$ cat src/rtl/record_stream_master.sv
// record_stream_master: produces a numbered stream of records on a notify/sync master port
// and consumes 32-bit result words on a notify/sync slave port.
//
// Record k of a run carries x = X_SEED + k and y = k * Y_STEP (both mod 2**32).
// At most MAX_OUTSTANDING records may be sent but not yet answered. The run ends once
// num_records results have been accepted: done pulses for one cycle, and the counters and
// last_result hold until the next accepted start.
//
// Ports:
//   clk, rst                          clock, synchronous active-high reset
//   start, num_records                run request (1-cycle pulse, ignored while busy) and length
//   rec_out, rec_out_notify           record offered to the consumer; transfer = notify & sync
//   rec_out_sync                      consumer ready
//   result_in, result_in_sync         result word and its valid
//   result_in_notify                  ready for a result; transfer = notify & sync
//   busy, done                        run in progress / 1-cycle end-of-run pulse
//   sent_cnt, recv_cnt, last_result   traffic counters and most recent result word
//   checksum                          only present with RECORD_STREAM_CHECKSUM_EN defined:
//                                     rotate-left-by-one then xor of every accepted result

package record_stream_pkg;
  typedef struct packed {
    logic [31:0] x;
    logic [31:0] y;
  } record_t;
endpackage

module record_stream_master
  import record_stream_pkg::*;
#(
  parameter int unsigned CNT_W           = 16,
  parameter int unsigned MAX_OUTSTANDING = 1,
  parameter logic [31:0] X_SEED          = 32'd0,
  parameter logic [31:0] Y_STEP          = 32'd3
) (
  input  logic             clk,
  input  logic             rst,
  input  logic             start,
  input  logic [CNT_W-1:0] num_records,
  output record_t          rec_out,
  output logic             rec_out_notify,
  input  logic             rec_out_sync,
  input  logic [31:0]      result_in,
  input  logic             result_in_sync,
  output logic             result_in_notify,
  output logic             busy,
  output logic             done,
  output logic [CNT_W-1:0] sent_cnt,
  output logic [CNT_W-1:0] recv_cnt,
  output logic [31:0]      last_result
`ifdef RECORD_STREAM_CHECKSUM_EN
  ,
  output logic [31:0]      checksum
`endif
);

  localparam logic [CNT_W-1:0] MaxOut = CNT_W'(MAX_OUTSTANDING);
  localparam logic [CNT_W-1:0] CntOne = CNT_W'(1);

  typedef enum logic [1:0] {StIdle, StRun, StFin} state_e;

  state_e           state_q, state_d;
  logic [CNT_W-1:0] num_q, num_d;
  logic [CNT_W-1:0] sent_q, sent_d;
  logic [CNT_W-1:0] recv_q, recv_d;
  logic [CNT_W-1:0] outst_q, outst_d;
  logic [31:0]      rec_x_q, rec_x_d;
  logic [31:0]      rec_y_q, rec_y_d;
  logic [31:0]      last_q, last_d;
  logic             rec_xfer, res_xfer;
`ifdef RECORD_STREAM_CHECKSUM_EN
  logic [31:0]      ck_q, ck_d;
`endif

  always_comb begin
    state_d          = state_q;
    num_d            = num_q;
    sent_d           = sent_q;
    recv_d           = recv_q;
    outst_d          = outst_q;
    rec_x_d          = rec_x_q;
    rec_y_d          = rec_y_q;
    last_d           = last_q;
`ifdef RECORD_STREAM_CHECKSUM_EN
    ck_d             = ck_q;
`endif
    rec_out_notify   = 1'b0;
    result_in_notify = 1'b0;
    busy             = 1'b0;
    done             = 1'b0;
    rec_xfer         = 1'b0;
    res_xfer         = 1'b0;

    unique case (state_q)
      StIdle: begin
        if (start) begin
          num_d   = num_records;
          sent_d  = '0;
          recv_d  = '0;
          outst_d = '0;
          last_d  = '0;
          rec_x_d = X_SEED;
          rec_y_d = '0;
`ifdef RECORD_STREAM_CHECKSUM_EN
          ck_d    = '0;
`endif
          state_d = (num_records == '0) ? StFin : StRun;
        end
      end

      StRun: begin
        busy             = 1'b1;
        // Both notifies depend on registered state only, never on the sync inputs.
        rec_out_notify   = (sent_q < num_q) && (outst_q < MaxOut);
        result_in_notify = (outst_q != '0);
        rec_xfer         = rec_out_notify & rec_out_sync;
        res_xfer         = result_in_notify & result_in_sync;

        if (rec_xfer) begin
          sent_d  = sent_q + CntOne;
          // Step to the next record incrementally instead of multiplying k * Y_STEP.
          rec_x_d = rec_x_q + 32'd1;
          rec_y_d = rec_y_q + Y_STEP;
        end

        if (res_xfer) begin
          recv_d = recv_q + CntOne;
          last_d = result_in;
`ifdef RECORD_STREAM_CHECKSUM_EN
          ck_d   = {ck_q[30:0], ck_q[31]} ^ result_in;
`endif
          if (recv_d == num_q) state_d = StFin;
        end

        if (rec_xfer && !res_xfer) begin
          outst_d = outst_q + CntOne;
        end else if (!rec_xfer && res_xfer) begin
          outst_d = outst_q - CntOne;
        end
      end

      StFin: begin
        done    = 1'b1;
        state_d = StIdle;
      end

      default: state_d = StIdle;
    endcase
  end

  always_ff @(posedge clk) begin
    if (rst) begin
      state_q <= StIdle;
      num_q   <= '0;
      sent_q  <= '0;
      recv_q  <= '0;
      outst_q <= '0;
      rec_x_q <= '0;
      rec_y_q <= '0;
      last_q  <= '0;
`ifdef RECORD_STREAM_CHECKSUM_EN
      ck_q    <= '0;
`endif
    end else begin
      state_q <= state_d;
      num_q   <= num_d;
      sent_q  <= sent_d;
      recv_q  <= recv_d;
      outst_q <= outst_d;
      rec_x_q <= rec_x_d;
      rec_y_q <= rec_y_d;
      last_q  <= last_d;
`ifdef RECORD_STREAM_CHECKSUM_EN
      ck_q    <= ck_d;
`endif
    end
  end

  assign rec_out.x   = rec_x_q;
  assign rec_out.y   = rec_y_q;
  assign sent_cnt    = sent_q;
  assign recv_cnt    = recv_q;
  assign last_result = last_q;
`ifdef RECORD_STREAM_CHECKSUM_EN
  assign checksum    = ck_q;
`endif

endmodule

$ cat config.mk
export PLATFORM = sky130hd
export DESIGN_NAME = record_stream_master
export DESIGN_NICKNAME = d
export VERILOG_FILES = /design/src/rtl/record_stream_master.sv
export SDC_FILE = /design/constraint.sdc
export NUM_CORES = 1
export LEC_CHECK = 0
export ABC_AREA = 1
export CORE_MARGIN = 2
export CORE_UTILIZATION = 50
export CTS_CLUSTER_DIAMETER = 120
export DETAILED_ROUTE_END_ITERATION = 8
export GPL_ROUTABILITY_DRIVEN = 0
export PLACE_DENSITY = 0.78
export REMOVE_ABC_BUFFERS = 1
export SLEW_MARGIN = 30
export SYNTH_ARGS = -nofsm -noshare
export SYNTH_HDL_FRONTEND = slang
export SYNTH_SLANG_ARGS = --single-unit
$ cat constraint.sdc
create_clock -name clk -period 3.3 [get_ports clk]
set_input_delay 0.33 -clock clk [delete_from_list [all_inputs] [get_ports clk]]
set_output_delay 0.33 -clock clk [all_outputs]
set_load 0.02 [all_outputs]
==> results_dict.tcl, run 1 <==
set metrics [dict create \
    status "finished, final reports clean" \
    synthMuxAreaShare_pct 0 \
    worstHoldPathType "in2reg" \
    fin_worst_skew_ns 0.0123 \
    clk_pin_slew_worst_paths_ns 0.07 \
    drv_cap 0 \
    path_class "reg2out" \
    grt_use_met3_pct 4.99 \
    synth_fa_ha_area_share_pct 2.90 \
    root_buffer "clkbuf_16" \
    dpl_worst_slack_ns 0.188 \
    synth_xor_area_share_pct 7.08 \
    die_area_mm2 0.0201 \
    synth-compound-area-share_pct 12.0 \
    cts_sinks 162 \
    crit_chain "inv_1 > ha_1 > nand2_1 > nor2_1 > nand3_1 > nor2_2 > inv_2 > nor2_2 > nand2_1 > nor2_1 > clkdlybuf4s50_1" \
    internal-power_uw 4090 \
    fin_crit_sh_pct 91.2 \
    r2r_cells 14 \
    irDropWorstVdd_mv 0.501 \
    rsz0062_at_grt "no" \
    routed_via_density 5.46 \
    drc 0 \
    dpl.hpwl_um 19600 \
    cts_resized 0 \
    ys.flop_type "dfxtp_1" \
    slowest_stage "clkdlybuf4s50_1" \
    setup_viol 0 \
    die-width_um 142 \
    synth-seq-area-share_pct 34.2 \
    portBuffers 184 \
    yosysMostFrequentCell "nand2_1" \
    power_leakage_uw 0.00404 \
    placed_cell_area_mm2 0.0114 \
    drive_gt1_share_pct 3.81 \
    synth_cells 1466 \
    fin_area_mm2 0.0120 \
    r2r-start "num_q[15]$_SDFFE_PP0P_" \
    core_mm2 0.0186 \
    boundaryPins 185 \
    routed_wl_um 28100 \
    finalNetCount 1691 \
    critPathMaxStageDelay_ns 0.64 \
    post_cts_buffers 0 \
    crit_family "simple AND/OR/NAND/NOR gates" \
    switching_power_uw 3070 \
    drv_slew 0 \
    critPathArrivalTime_ns 2.68 \
    synthToLayoutAreaGrowth_pct 26.7 \
    antenna_left 0 \
    rrSetupSlack_ns 0.29 \
    synth_area_mm2 0.00949 \
    n_fill_cell 1725 \
    ys_seq_elements 162 \
    synth.area.top_cells "dfxtp_1, nand2_1, a21oi_1" \
    die_h_um 142 \
    clock_power_share_pct 28.1 \
    antenna_cells 0 \
    critical_path.endpoint_type "output pin" \
    post_drt_wl_per_cell_um 15.1 \
    num_rows 50 \
    clock_latency_ns 0.44 \
    clk_path_buf_depth 2 \
    initial_core_util_pct 50.9 \
    powerDensity_mw_per_mm2 595 \
    cp.required_ns 2.97 \
    min_path_cells 2 \
    htreeDepth 4 \
    r2r_end "outst_q[10]$_SDFFE_PP0P_" \
    fin_util_pct 64.5 \
    overflow 0 \
    p_sw_share_pct 42.9 \
    final.min_clock_period_ns 3.01 \
    antenna_found_initial 0 \
    avgSynthCellArea_um2 6.48 \
    final-hold-violation-count 0 \
    synth_edf_count 0 \
    cts_tree "done" \
    synthSimpleGateAreaFrac_pct 36.0 \
    yosysUniqueCellTypes 36 \
    holdCritStartpoint "rst" \
    grt_max_degree 94 \
    hold_buffers 0 \
    layout_setup_ws_ns 0.291 \
    critPathMaxFanout 4 \
    synth_commonest_cells "nand2_1, nor2_1, a21oi_1" \
    worstHoldEndpoint "recv_cnt[2]$_SDFFE_PP0P_" \
    grt_use_met1_pct 37.5 \
    combPwrFrac_pct 39.1 \
    power_uw 7160 \
    top_usage_layer "met2" \
    grt.total_usage_pct 27.2 \
    grt_util_met2_pct 43.5 \
    vias 10173 \
    max_freq_mhz 332 \
    async_flop_share_pct 0 \
    slew_headroom_pct 40.3 \
    cts_buffers 17 \
    drtIter0Drc 882 \
    dr.pass1.iters 5 \
    startpoint_type "flop" \
    setup_tns_ns 0 \
    worst_pin_slew_ns 0.895 \
    yosysTopAreaCell "dfxtp_1" \
    grt_pass1_vias 8942 \
    yosysTopAreaCellShare_pct 34.2 \
    synth_top_family_by_area "simple AND/OR/NAND/NOR gates" \
    ys_warn_count 0 \
    grt_pass1_wl_um 44700 \
    path_buf_inv 3 \
    pwr-share-seq_pct 32.8 \
]
==> logic make-up after synthesis <==
group / count (synthesis)
simple gates: 807
compound gates: 224
buf+inv: 176
flops: 162
xor+xnor: 75
fa+ha+maj: 22
==> worst max path at each step <==
stage / startpoint / to / slack (ns) / cells past startpoint
3_3_place_gp: num_q[15]$_SDFFE_PP0P_ / outst_q[13]$_SDFFE_PP0P_ / 0.35 / 15
6_report: outst_q[0]$_SDFFE_PP0P_ / rec_out_notify / 0.29 / 11
4_1_cts: num_q[15]$_SDFFE_PP0P_ / outst_q[13]$_SDFFE_PP0P_ / 0.18 / 15
3_5_place_dp: num_q[15]$_SDFFE_PP0P_ / outst_q[13]$_SDFFE_PP0P_ / 0.19 / 15
2_1_floorplan: state_q[1]$_SDFFE_PP0P_ / state_q[0]$_SDFFE_PP0P_ / -0.25 / 6
5_1_grt: outst_q[0]$_SDFFE_PP0P_ / outst_q[10]$_SDFFE_PP0P_ / 0.02 / 17
==> per-stage QoR <==
| stage | std cells | hold slack (ns) |
|---|---|---|
| 6_report | 1863 | 0.336 |
| 5_1_grt | 1863 | 0.357 |
| 4_1_cts | 1863 | 0.341 |
| 3_5_place_dp | 1831 | 0.451 |
| 3_3_place_gp | 1831 | 0.448 |
| 2_1_floorplan | 1399 | 0.399 |
==> power by group through the flow <==
stage	registers [uW]	logic (uW)	clock network (uW)
floorplan	2460	1710	0
global placement	2380	2710	0
detailed placement	2380	2750	0
CTS	2340	2770	2030
global route	2370	3110	2110
finish	2350	2800	2010
==> cells in the final DEF, fill, tap and decap left out, drive strengths merged, types with 5 or more instances in the layout <==
master / netlist / final
clkdlybuf4s50: 0 / 183
nand2: 394 / 394
nor2: 182 / 182
nor3b: 5 / 5
inv: 109 / 117
clkbuf: 40 / 17
nor3: 47 / 47
o21ai: 46 / 46
dfxtp: 162 / 162
xor2: 47 / 47
nor4: 13 / 13
buf: 27 / 15
clkinv: 0 / 6
nand3: 140 / 140
xnor2: 27 / 27
nand4: 22 / 22
a21oi: 170 / 170
ha: 22 / 22
==> worst register-to-register path: stages (launching register included) <==
cell and delay [ns]:
dfxtp_1 0.33, inv_1 0.07, ha_1 0.30, nand2_1 0.10
nor4_1 0.41, nand2_1 0.18, nand2_1 0.11, nor2_1 0.05
ha_1 0.29, o21ai_1 0.27, inv_2 0.15, a21oi_1 0.17
o21ai_0 0.20, o21ai_0 0.20, a21oi_1 0.05
==> layer usage <==
layer / vias to the layer above / wire (um)
met5: - / 0
li1: 5100 / -
met2: 383 / 13200
met3: 41 / 1940
met4: 0 / 555
met1: 4649 / 12500
==> state kept, by name (all words and copies together), names as in the netlist <==
name	cells
last_result	32
rec_x_q	32
rec_y_q	32
num_q	16
outst_q	16
recv_cnt	16
sent_cnt	16
state_q	2
==> cell type report <==
type	count	area, um2	area share (%)
Tap cell	234	293	2.44
Timing Repair Buffer	198	1950	16.2
Sequential cell	162	3240	27.0
Multi-Input combinational cell	1128	5520	45.9
Clock buffer	17	425	3.54
Clock inverter	15	185	1.54
Inverter	109	409	3.40
No activity file was read; power rests on OpenSTA's default activity.
==> run 2, diff against run 1 <==
CAP_MARGIN = 5   (was unset)
==> results of run 2 <==
Final layout, timing and power as in run 1 (identical DEF).
==> run 3, diff against run 2 <==
CTS_BUF_LIST = sky130_fd_sc_hd__clkbuf_8 sky130_fd_sc_hd__clkbuf_16   (was unset)
CTS_CLUSTER_SIZE = 12   (was unset)
==> results of run 3 <==
Final layout, timing and power as in run 1 (identical DEF).
